### src/rtl/fetch_sequencer.sv
// fetch_sequencer
// ---------------------------------------------------------------------------
// Control-side initiator for PC_COUNTER. Waits MEM_LAT cycles for the
// instruction at the current PC, latches and decodes it, then drives one
// registered command pulse to the counter per instruction. It keeps a mirror
// of the counter's return-stack depth so that call overflow and return
// underflow stop the machine. Non-control opcodes go to the execute stage as
// a one-cycle exec_valid pulse.
//
// Ports:
//   clk         rising-edge clock
//   rst         synchronous active-high reset
//   pc          current PC from the counter (memory is addressed externally)
//   mem_data    instruction word at pc, valid MEM_LAT cycles after pc changes
//   zero_flag   ALU zero flag, sampled while decoding
//   pc_hold, pc_jump, pc_branch, pc_ret, pc_preload, pc_in
//               command pulse and target address for PC_COUNTER
//   exec_valid  one-cycle pulse qualifying exec_op / exec_arg
//   exec_op     opcode forwarded to the execute stage
//   exec_arg    operand forwarded to the execute stage
//   depth       mirrored call depth, 0..STACK_DEPTH
//   halted      sticky, set by HALT or by a stack fault
//   fault       sticky, set by stack overflow or underflow
//
// Every output is a flop. The output flops capture the decode of the state
// that was current at the clock edge, so each command appears in the cycle
// after its state, and depth/halted/fault change in step with it.
// ---------------------------------------------------------------------------
module fetch_sequencer #(
   parameter int          MEM_LAT     = 2,
   parameter logic [10:0] RESET_VEC   = 11'h000,
   parameter int          STACK_DEPTH = 4
) (
   input  logic        clk,
   input  logic        rst,
   input  logic [10:0] pc,
   input  logic [15:0] mem_data,
   input  logic        zero_flag,
   output logic        pc_hold,
   output logic        pc_jump,
   output logic        pc_branch,
   output logic        pc_ret,
   output logic        pc_preload,
   output logic [10:0] pc_in,
   output logic        exec_valid,
   output logic [4:0]  exec_op,
   output logic [10:0] exec_arg,
   output logic [2:0]  depth,
   output logic        halted,
   output logic        fault
);

   localparam int CNT_W = (MEM_LAT > 1) ? $clog2(MEM_LAT) : 1;
   localparam logic [CNT_W-1:0] WAIT_LOAD = CNT_W'(MEM_LAT - 1);
   localparam logic [2:0] DEPTH_MAX = 3'(STACK_DEPTH);

   localparam logic [4:0] OP_NOP  = 5'b00000;
   localparam logic [4:0] OP_JMP  = 5'b00001;
   localparam logic [4:0] OP_CALL = 5'b00010;
   localparam logic [4:0] OP_RET  = 5'b00011;
   localparam logic [4:0] OP_BZ   = 5'b00100;
   localparam logic [4:0] OP_HALT = 5'b11111;

   typedef enum logic [2:0] {
      BOOT,
      FETCH,
      DECODE,
      ISSUE,
      HALT
   } state_t;

   state_t           state;
   state_t           next_state;
   logic [CNT_W-1:0] wait_cnt;
   logic [15:0]      instr_q;
   logic             bz_taken;
   logic [2:0]       depth_q;
   logic             halted_q;
   logic             fault_q;

   logic [4:0]       opcode;
   logic [10:0]      operand;
   logic             call_overflow;
   logic             ret_underflow;

   logic             hold_d;
   logic             jump_d;
   logic             branch_d;
   logic             ret_d;
   logic             preload_d;
   logic [10:0]      in_d;
   logic             exec_valid_d;
   logic [4:0]       exec_op_d;
   logic [10:0]      exec_arg_d;

   // pc is informational only; memory is addressed outside this block.
   logic             pc_unused;
   assign pc_unused = ^pc;

   assign opcode        = instr_q[15:11];
   assign operand       = instr_q[10:0];
   assign call_overflow = (opcode == OP_CALL) && (depth_q == DEPTH_MAX);
   assign ret_underflow = (opcode == OP_RET) && (depth_q == 3'd0);

   // State register. Reset always restarts from BOOT so the counter is
   // re-preloaded with the reset vector.
   always_ff @(posedge clk) begin
      if (rst) begin
         state <= BOOT;
      end else begin
         state <= next_state;
      end
   end

   // Next-state logic. FETCH leaves once the latency counter has run out;
   // DECODE diverts to HALT on a stack fault or a HALT opcode.
   always_comb begin
      next_state = state;
      case (state)
         BOOT:   next_state = FETCH;
         FETCH:  if (wait_cnt == '0) next_state = DECODE;
         DECODE: begin
            if (call_overflow || ret_underflow || (opcode == OP_HALT)) begin
               next_state = HALT;
            end else begin
               next_state = ISSUE;
            end
         end
         ISSUE:  next_state = FETCH;
         HALT:   next_state = HALT;
         default: next_state = BOOT;
      endcase
   end

   // Output decode. Only BOOT and ISSUE command the counter; every other
   // state leaves all lines low. Unused address/operand fields are held at
   // zero so idle cycles are clean.
   always_comb begin
      hold_d       = 1'b0;
      jump_d       = 1'b0;
      branch_d     = 1'b0;
      ret_d        = 1'b0;
      preload_d    = 1'b0;
      in_d         = '0;
      exec_valid_d = 1'b0;
      exec_op_d    = '0;
      exec_arg_d   = '0;
      case (state)
         BOOT: begin
            hold_d    = 1'b1;
            jump_d    = 1'b1;
            preload_d = 1'b1;
            in_d      = RESET_VEC;
         end
         ISSUE: begin
            hold_d = 1'b1;
            case (opcode)
               OP_NOP: ;
               OP_HALT: ;
               OP_JMP: begin
                  jump_d    = 1'b1;
                  preload_d = 1'b1;
                  in_d      = operand;
               end
               OP_CALL: begin
                  jump_d   = 1'b1;
                  branch_d = 1'b1;
                  in_d     = {1'b0, operand[9:0]};
               end
               OP_RET: begin
                  jump_d = 1'b1;
                  ret_d  = 1'b1;
               end
               OP_BZ: begin
                  if (bz_taken) begin
                     jump_d    = 1'b1;
                     preload_d = 1'b1;
                     in_d      = operand;
                  end
               end
               default: begin
                  exec_valid_d = 1'b1;
                  exec_op_d    = opcode;
                  exec_arg_d   = operand;
               end
            endcase
         end
         default: ;
      endcase
   end

   // Output flops. Reset forces every line low, so a reset in the middle
   // of an instruction never lets a partial command through.
   always_ff @(posedge clk) begin
      if (rst) begin
         pc_hold    <= 1'b0;
         pc_jump    <= 1'b0;
         pc_branch  <= 1'b0;
         pc_ret     <= 1'b0;
         pc_preload <= 1'b0;
         pc_in      <= '0;
         exec_valid <= 1'b0;
         exec_op    <= '0;
         exec_arg   <= '0;
      end else begin
         pc_hold    <= hold_d;
         pc_jump    <= jump_d;
         pc_branch  <= branch_d;
         pc_ret     <= ret_d;
         pc_preload <= preload_d;
         pc_in      <= in_d;
         exec_valid <= exec_valid_d;
         exec_op    <= exec_op_d;
         exec_arg   <= exec_arg_d;
      end
   end

   // Datapath: the latency counter reloads whenever we are outside FETCH, so
   // it holds MEM_LAT-1 on entry and FETCH lasts exactly MEM_LAT cycles.
   // The zero flag and the fault checks are taken in DECODE; the depth
   // mirror moves at the same edge the CALL/RET command is registered.
   always_ff @(posedge clk) begin
      if (rst) begin
         wait_cnt <= WAIT_LOAD;
         instr_q  <= '0;
         bz_taken <= 1'b0;
         depth_q  <= '0;
         halted_q <= 1'b0;
         fault_q  <= 1'b0;
      end else begin
         if (state == FETCH) begin
            wait_cnt <= wait_cnt - CNT_W'(1);
         end else begin
            wait_cnt <= WAIT_LOAD;
         end
         if ((state == FETCH) && (wait_cnt == '0)) begin
            instr_q <= mem_data;
         end
         if (state == DECODE) begin
            bz_taken <= zero_flag;
            if (call_overflow || ret_underflow) begin
               fault_q  <= 1'b1;
               halted_q <= 1'b1;
            end else if (opcode == OP_HALT) begin
               halted_q <= 1'b1;
            end
         end
         if (state == ISSUE) begin
            if (opcode == OP_CALL) begin
               depth_q <= depth_q + 3'd1;
            end else if (opcode == OP_RET) begin
               depth_q <= depth_q - 3'd1;
            end
         end
      end
   end

   assign depth  = depth_q;
   assign halted = halted_q;
   assign fault  = fault_q;

endmodule

### config.mk
export PLATFORM = sky130hd
export DESIGN_NAME = fetch_sequencer
export DESIGN_NICKNAME = d
export VERILOG_FILES = /design/src/rtl/fetch_sequencer.sv
export SDC_FILE = /design/constraint.sdc
export NUM_CORES = 1
export LEC_CHECK = 0
export CELL_PAD_IN_SITES_DETAIL_PLACEMENT = 0
export CELL_PAD_IN_SITES_GLOBAL_PLACEMENT = 1
export CORE_MARGIN = 3
export CORE_UTILIZATION = 34
export DETAILED_ROUTE_END_ITERATION = 10
export PLACE_DENSITY_LB_ADDON = 0.1
export SYNTH_ARGS = -nofsm -noshare
export SYNTH_HDL_FRONTEND = slang
export SYNTH_SLANG_ARGS = --single-unit
### constraint.sdc
create_clock -name clk -period 2.7 [get_ports clk]
set_clock_uncertainty 0.1 [all_clocks]
set_input_delay 0.54 -clock clk [delete_from_list [all_inputs] [get_ports clk]]
set_output_delay 0.54 -clock clk [all_outputs]
set_load 0.02 [all_outputs]
== Word-level counts from Yosys, hierarchy flattened ==
Cells that the tools add are included.

* Input bits: 30
* Word-level logic and storage cells: 70
* Output and inout bits: 38
* Register bits: 59

* Reductions and logical operators: 19
* Equal/unequal tests: 11
* Add/sub/neg operators: 3
* Bitwise logic cells: 3
* Muxes and demuxes: 18

{| class="wikitable"
|+ Operators by type and width
! operator !! count
|-
| 11-bit one-hot mux with 3 select lines || 1
|-
| 3-bit 2-to-1 mux || 4
|-
| 3-bit one-hot mux with 4 select lines || 1
|-
| 11-bit 2-to-1 mux || 1
|-
| 5-bit by 2-bit == test with 1-bit output, second input constant || 2
|-
| 1-bit one-hot mux with 2 select lines || 4
|-
| 8-bit OR reduction || 1
|-
| 1-bit 2-to-1 mux || 7
|-
| 3-bit by 2-bit == test with 1-bit output, second input constant || 2
|-
| 3-bit == test, second input constant || 2
|-
| 3-bit zero test || 2
|-
| 2-bit AND reduction || 3
|-
| 2-bit OR reduction || 3
|-
| 6-bit OR reduction || 1
|-
| 5-bit by 1-bit == test with 1-bit output, second input constant || 1
|-
| 5-bit by 3-bit == test with 1-bit output, second input constant || 1
|-
| 5-bit == test, second input constant || 1
|-
| 5-bit zero test || 1
|-
| 2-bit nonzero test || 2
|-
| 3-bit by 1-bit adder with 3-bit output, second input constant || 1
|-
| 3-bit by 1-bit == test with 1-bit output, second input constant || 1
|-
| 1-bit logical AND || 3
|-
| 1-bit NOT || 3
|-
| 3-bit OR reduction || 1
|-
| other kinds (4) || 5
|}

== Logic depth before layout (Yosys ltp) ==
Gate-level depths: netlist of run 1.

* Word-level depth: 6
* Mapped depth: 7
* Mapped depth without buffers: 6

== Worst setup path after synthesis of run 1 ==
Ideal clock, no wire load.

* Path type: flip-flop to flip-flop
* From: register instr_q[14]
* To: register depth_q[1], in the netlist depth[1]
* Cell stages (with the launch flop): 7
* Arrival time: 1.952 ns
* Path buffers: 1
* Library setup time: 0.070 ns
* Required time: 2.530 ns
* Period minus slack after synthesis: 2.123 ns
* Slack: 0.577 ns
* Path through: dfxtp_1 > or4b_1 > buf_2 > nor2_1 > fa_1 > or3_1 > a21oi_1

* Word-level cells in the longest chain between the ends: 3
* Elaborated cells on any way between the ends: 5
* Classes of those cells: eq/ne: 2; mux: 1; reduce/logical: 2

{| class="wikitable"
|+ Ends and longest elaborated chain
! element !! line !! text
|-
| from (decl) || 75 || <nowiki>logic [15:0] instr_q;</nowiki>
|-
| from (signal assigned) || 237 || <nowiki>instr_q <= mem_data;</nowiki>
|-
| 5-bit by 2-bit == test with 1-bit output, on equally long branches || 249, 251 ||
|-
| 2-bit nonzero test (no source line) || n/a ||
|-
| 2-bit AND reduction (no source line) || n/a ||
|-
| to (signal assigned) || 250 || <nowiki>depth_q <= depth_q + 3'd1;</nowiki>
|-
| to (signal assigned) || 252 || <nowiki>depth_q <= depth_q - 3'd1;</nowiki>
|-
| to (decl) || 77 || <nowiki>logic [2:0] depth_q;</nowiki>
|}

Several ways; a longest one is shown, not always the timed one.
A chain may end at the register's enable or synchronous reset.

== Worst setup path after layout of run 1 ==
* From: register instr_q[13]
* To: register depth_q[1], in the netlist depth[1]

Same word-level chain as after synthesis.

==> results.yml, run 1 <==
timing:
  finalSetupViolations: 0
  hold_viol: 0
  slew_viol_final: 0
  max_slew_margin: 0.545
  finalSetupTns_ns: 0
  whs_ns: 0.341
  rsz0062_at_grt: "no"
  fin_crit_ns: 2.37
  tightest_slew_ns: 0.672
  finalCritPeriodShare: 0.876
  max_freq_mhz: 423
die:
  core.rowCount: 28
  die-area_um2: 7360
  io_pins: 68
  core_um2: 6060
  die-height_um: 85.8
  die_w_um: 85.8
  start_util: 0.357
place:
  gp_congestion: 0.768
  numPortBuffers: 56
  dp_hpwl_um: 3380
power_and_ir_drop:
  leakage_nw: 1.08
  peakVddDrop_uv: 262
  internal-power_mw: 1.54
  p_sw_uw: 461
  comb_power_share: 0.085
  power.density_nw_per_um2: 658
  pwr-share-clk: 0.452
  seq_power_share: 0.463
  p_sw_frac: 0.230
synth:
  async_reset_ff_frac: 0
  synth_largest_area_cell: "dfxtp_1"
  ys_types: 41
  synth_flop_cell: "dfxtp_1"
  synth_top_area_frac: 0.545
  synth_cells: 237
  synth-edff-count: 0
  netlist_area_um2: 2170
  synth_fp_nets: 268
  synthTopCellsByArea: "dfxtp_1 (55%), nand2_1 (6.2%), a21oi_1 (5.5%), and2_1 (4.9%), a211oi_1 (4.2%)"
  yosysWarningCount: 0
  seq_area_frac_synth: 0.545
  syn_avg_cell_area_um2: 9.14
  yosys_register_bits: 59
cts:
  cts_max_level: 3
  root_buffer: "clkbuf_8"
  cts.sinks: 59
  cts-resized-gates: 0
  hold_buffers: 0
  insertion_delay_ns: 0.33
  clkSlewWorstSetupHoldPaths_ns: 0.06
  cts_buffer_depth: 2
  cts_setup_buffers: 0
  cts-buffers-inserted: 9
  cts_tree: "done"
critical_path:
  worstPathRequired_ns: 2.87
  critPathMaxStageDelay_ns: 0.71
  worstSetupStartpointType: "flip-flop"
  cp_slowest_cell: "or4b_1"
  path_class: "flip-flop to flip-flop"
  worstReg2RegStart: "instr_q[13]"
  cp_num_buf_inv: 0
  critical_path.top_delay_family: "simple AND/OR/NAND/NOR gates"
  crit_start: "instr_q[13]"
  end_kind: "flip-flop"
  worstPathMaxFanout: 13
  path_cells: "or4b_1 > nor2_1 > fa_1 > or3_1 > a21oi_1"
  arrival_ns: 2.53
finish:
  final_core_util: 0.502
  diodes: 0
  drive_gt1_frac: 0.0903
  final_nets: 326
  final_common_cell: "dfxtp_1"
  final_cell_mix: "dfxtp_1 (59), clkdlybuf4s50_1 (56), nand2_1 (36), a21oi_1 (24), and2_1 (17)"
  areaGrowthSynthToFinish_pct: 40.6
grt:
  grt-ovfl-total: 0
  antenna_found_initial: 0
  grtUsageTotal: 0.145
  gr-usage-met2: 0.210
  grtUsageMet1: 0.195
  grt_pass1_wl_um: 8220
  grt_use_met3: 0.0394
  grt_max_degree: 21
  grt_pass1_vias: 1698
  gr-max-usage-layer: "met2"
route:
  avgViaCountPerCell: 4.70
  drt_pass1_iterations: 4
  wl_um: 4930
  drc_errors: 0
  routedWlPerCell_um: 13.2
  ant_nets: 0
  first_iter_violations: 45
  vias: 1756
min_path:
  hold_start: "instr_q[5]"
  hp-class: "flip-flop to flip-flop"
flow_run:
  max-cap-violations: 0
run_status:
  status: "complete, no violations"
path summary, 6_finish.rpt:
kind               to  slack [ns]  cells after the start
min reg2reg  pc_in[5]        0.34                      2
min          pc_in[5]        0.34                      2
max          depth[1]        0.33                      5
max reg2reg  depth[1]        0.33                      5
registers in the layout (all words and copies together) (netlist names), 3 cells and up:
signal,cells
instr_q,16
state,3
exec_op,5
pc_in,11
exec_arg,11
depth,3
per-stage QoR:
stage               setup slack (ns)  power (mW)  cell area [um2]  cells
CTS                            0.316        2.02             3040    374
global placement               0.338        1.12             2820    359
global route                   0.227        2.09             3040    374
finish                         0.334        2.00             3040    374
floorplan                      0.577        1.04             2170    237
detailed placement             0.288        1.12             2820    359
metal layers:
metal / routed length (um) / vias to the layer above
li1: - / 920
met1: 2440 / 784
met2: 2110 / 44
met3: 290 / 8
met4: 82 / 0
met5: 0 / -
cell type report:
type / count / area (um2)
Clock buffer: 11 / 151
Timing Repair Buffer: 63 / 613
Sequential cell: 59 / 1180
Clock inverter: 4 / 73.8
Tap cell: 75 / 93.8
Multi-Input combinational cell: 150 / 886
Fill cell: 593 / 3020
Inverter: 12 / 45.0
Yosys cell counts (2+ instances only):
library cell	count
or2_2	2
o31ai_1	3
nor2_1	10
nand2b_1	3
nand3b_1	3
buf_2	2
or3_1	2
clkbuf_1	14
xor2_1	3
a21oi_1	24
o21ai_0	5
nor4b_1	2
dfxtp_1	59
a211oi_1	12
inv_1	12
nor2b_1	2
and2_1	17
nand2_1	36
nand3_1	4
power by group through the flow:
stage          clock network (mW)  registers (mW)  logic [mW]
2_1_floorplan                   0           0.941       0.104
3_3_place_gp                    0           0.947       0.171
3_5_place_dp                    0           0.948       0.173
4_1_cts                     0.919           0.928       0.174
5_1_grt                     0.968           0.932       0.192
6_report                    0.905           0.927       0.171
logic make-up (layout without fill, tap and decap cells):
group                    after synthesis  count (layout)  share of synthesized area
AO/OA/AOI/OAI                         51              51                      0.147
XOR/XNOR                               3               3                     0.0121
buffers and inverters                 28              90                     0.0497
adder cells (fa/ha/maj)                1               1                    0.00924
AND/OR/NAND/NOR                       95              95                      0.237
flip-flops                            59              59                      0.545
worst reg2reg max path: cells and delay by family, from the launching register on:
kind,cells,cell delay (ns)
AOI/OAI and AO/OA,1,0.12
adders and majority gates,1,0.42
DFF,1,0.41
and+or+nand+nor,3,1.26
Power figures use the tool's default switching activity.
==> run 2: changes to the inputs <==
Settings changed: MAX_ROUTING_LAYER from default to met4.
==> run 2 against run 1 <==
Compared with the run above:
- count of clock-buffer cells in the layout unchanged
- sequential cell count unchanged
- global-route usage increased by 0.47 points
- clock power decreased by 0.7%
- critical path depth unchanged
- critical path type unchanged
- largest power group unchanged
- highest routed layer unchanged
==> results.yml, run 2 (synthesis results as in run 1) <==
timing:
  max_slew_margin: 0.547
  max_freq_mhz: 422
  finalSetupViolations: 0
  tightest_slew_ns: 0.669
  rsz0062_at_grt: "no"
  hold_viol: 0
  finalCritPeriodShare: 0.878
  slew_viol_final: 0
  finalSetupTns_ns: 0
  fin_crit_ns: 2.37
critical_path:
  end_kind: "flip-flop"
  cp_slowest_cell: "or4b_1"
  path_cells: "or4b_1 > nor2_1 > fa_1 > or3_1 > a21oi_1"
  worstPathRequired_ns: 2.86
  critPathMaxStageDelay_ns: 0.71
  worstPathMaxFanout: 13
  arrival_ns: 2.53
  worstSetupStartpointType: "flip-flop"
  path_class: "flip-flop to flip-flop"
power_and_ir_drop:
  peakVddDrop_uv: 260
  leakage_nw: 1.08
  power.density_nw_per_um2: 656
finish:
  regMostFlops: "instr_q"
  final_cell_mix: "dfxtp_1 (59), clkdlybuf4s50_1 (56), nand2_1 (36), a21oi_1 (24), and2_1 (17)"
  multi_input_comb_area_um2: 886
  fill_cells: 593
  final_nets: 326
  areaGrowthSynthToFinish_pct: 40.6
  stdcell_area_um2: 3040
  largest_register_ff_count: 16
  seqCellArea_um2: 1180
  stdcell_count: 374
  diodes: 0
  final_core_util: 0.502
  final_common_cell: "dfxtp_1"
  drive_gt1_frac: 0.0903
  top_regs: "instr_q (16), exec_arg (11), pc_in (11)"
cts:
  insertion_delay_ns: 0.33
  hold_buffers: 0
  cts_buffer_depth: 2
  clkSlewWorstSetupHoldPaths_ns: 0.06
  cts.sinks: 59
  cts-buffers-inserted: 9
  cts-resized-gates: 0
  cts_max_level: 3
  root_buffer: "clkbuf_8"
  cts_setup_buffers: 0
  cts_tree: "done"
die:
  core_um2: 6060
  core.rowCount: 28
  die-area_um2: 7360
  die_w_um: 85.8
  io_pins: 68
  start_util: 0.357
  die-height_um: 85.8
route:
  vias: 1765
  avgViaCountPerCell: 4.72
  drt_pass1_iterations: 4
  drc_errors: 0
  routedWlPerCell_um: 13.2
  ant_nets: 0
  first_iter_violations: 55
  wl_um: 4930
grt:
  grtUsageTotal: 0.149
  grt_max_degree: 21
  antenna_found_initial: 0
  grt_pass1_wl_um: 8220
  grt_pass1_vias: 1695
  grt-ovfl-total: 0
place:
  gp_congestion: 0.778
  dp_hpwl_um: 3380
  numPortBuffers: 56
  placed_area_um2: 2820
  dp_cells: 359
flow_run:
  max-cap-violations: 0
run_status:
  status: "complete, no violations"
min_path:
  hp-class: "flip-flop to flip-flop"
## run 2: cell counts in the layout (fill, tap and decap cells not counted)
Identical to the previous run, type by type.
## run 2: power by group
| group | leakage, nW | switching, mW | internal (mW) | total (mW) |
|---|---|---|---|---|
| Clock | 0.115 | 0.334 | 0.565 | 0.899 |
| Sequential | 0.478 | 0.0290 | 0.898 | 0.927 |
| Combinational | 0.487 | 0.0926 | 0.0785 | 0.171 |
## run 2: area by class of cell
| class | count | share of cell area |
|---|---|---|
| timing repair buffer | 63 | 0.201 |
| sequential | 59 | 0.388 |
| tap | 75 | 0.0308 |
| inverter | 12 | 0.0148 |
| clock buffer | 11 | 0.0497 |
| multi-input combinational | 150 | 0.291 |
| clock inverter | 4 | 0.0242 |
## run 2: per-stage QoR
stage	hold slack [ns]	setup slack [ns]	power (mW)
2_1_floorplan	0.295	0.577	1.04
6_report	0.341	0.331	2.00
4_1_cts	0.346	0.316	2.02
3_3_place_gp	0.335	0.338	1.12
3_5_place_dp	0.336	0.288	1.12
5_1_grt	0.368	0.228	2.09
## run 2: routing by layer
layer  global-route usage  routed length, um  up-vias  part of all wire
li1                     -                  -      920                 -
met1                0.196               2420      789              0.49
met2                0.210               2140       47              0.43
met3               0.0394                278        9             0.056
met4               0.0777                 88        0             0.018
met5                    -                  0        -                 0
## run 2: worst paths after layout
| check | from | endpoint | slack [ns] | cells past startpoint |
|---|---|---|---|---|
| setup / recovery | instr_q[13] | depth[1] | 0.33 | 5 |
| hold / removal | instr_q[5] | pc_in[5] | 0.34 | 2 |
| setup reg to reg | instr_q[13] | depth[1] | 0.33 | 5 |
| hold reg to reg | instr_q[5] | pc_in[5] | 0.34 | 2 |
## run 2: worst max-delay path: cells and delay by family (launching register included)
kind                       cells  cell delay (ns)
and+or+nand+nor                3             1.26
AOI/OAI and AO/OA              1             0.12
DFF                            1             0.41
adders and majority gates      1             0.42
==> run 3: changes to the inputs <==
Settings changed: CAP_MARGIN from default to 20.
==> results of run 3 <==
No change in the layout: final DEF, timing and power equal those of run 2.
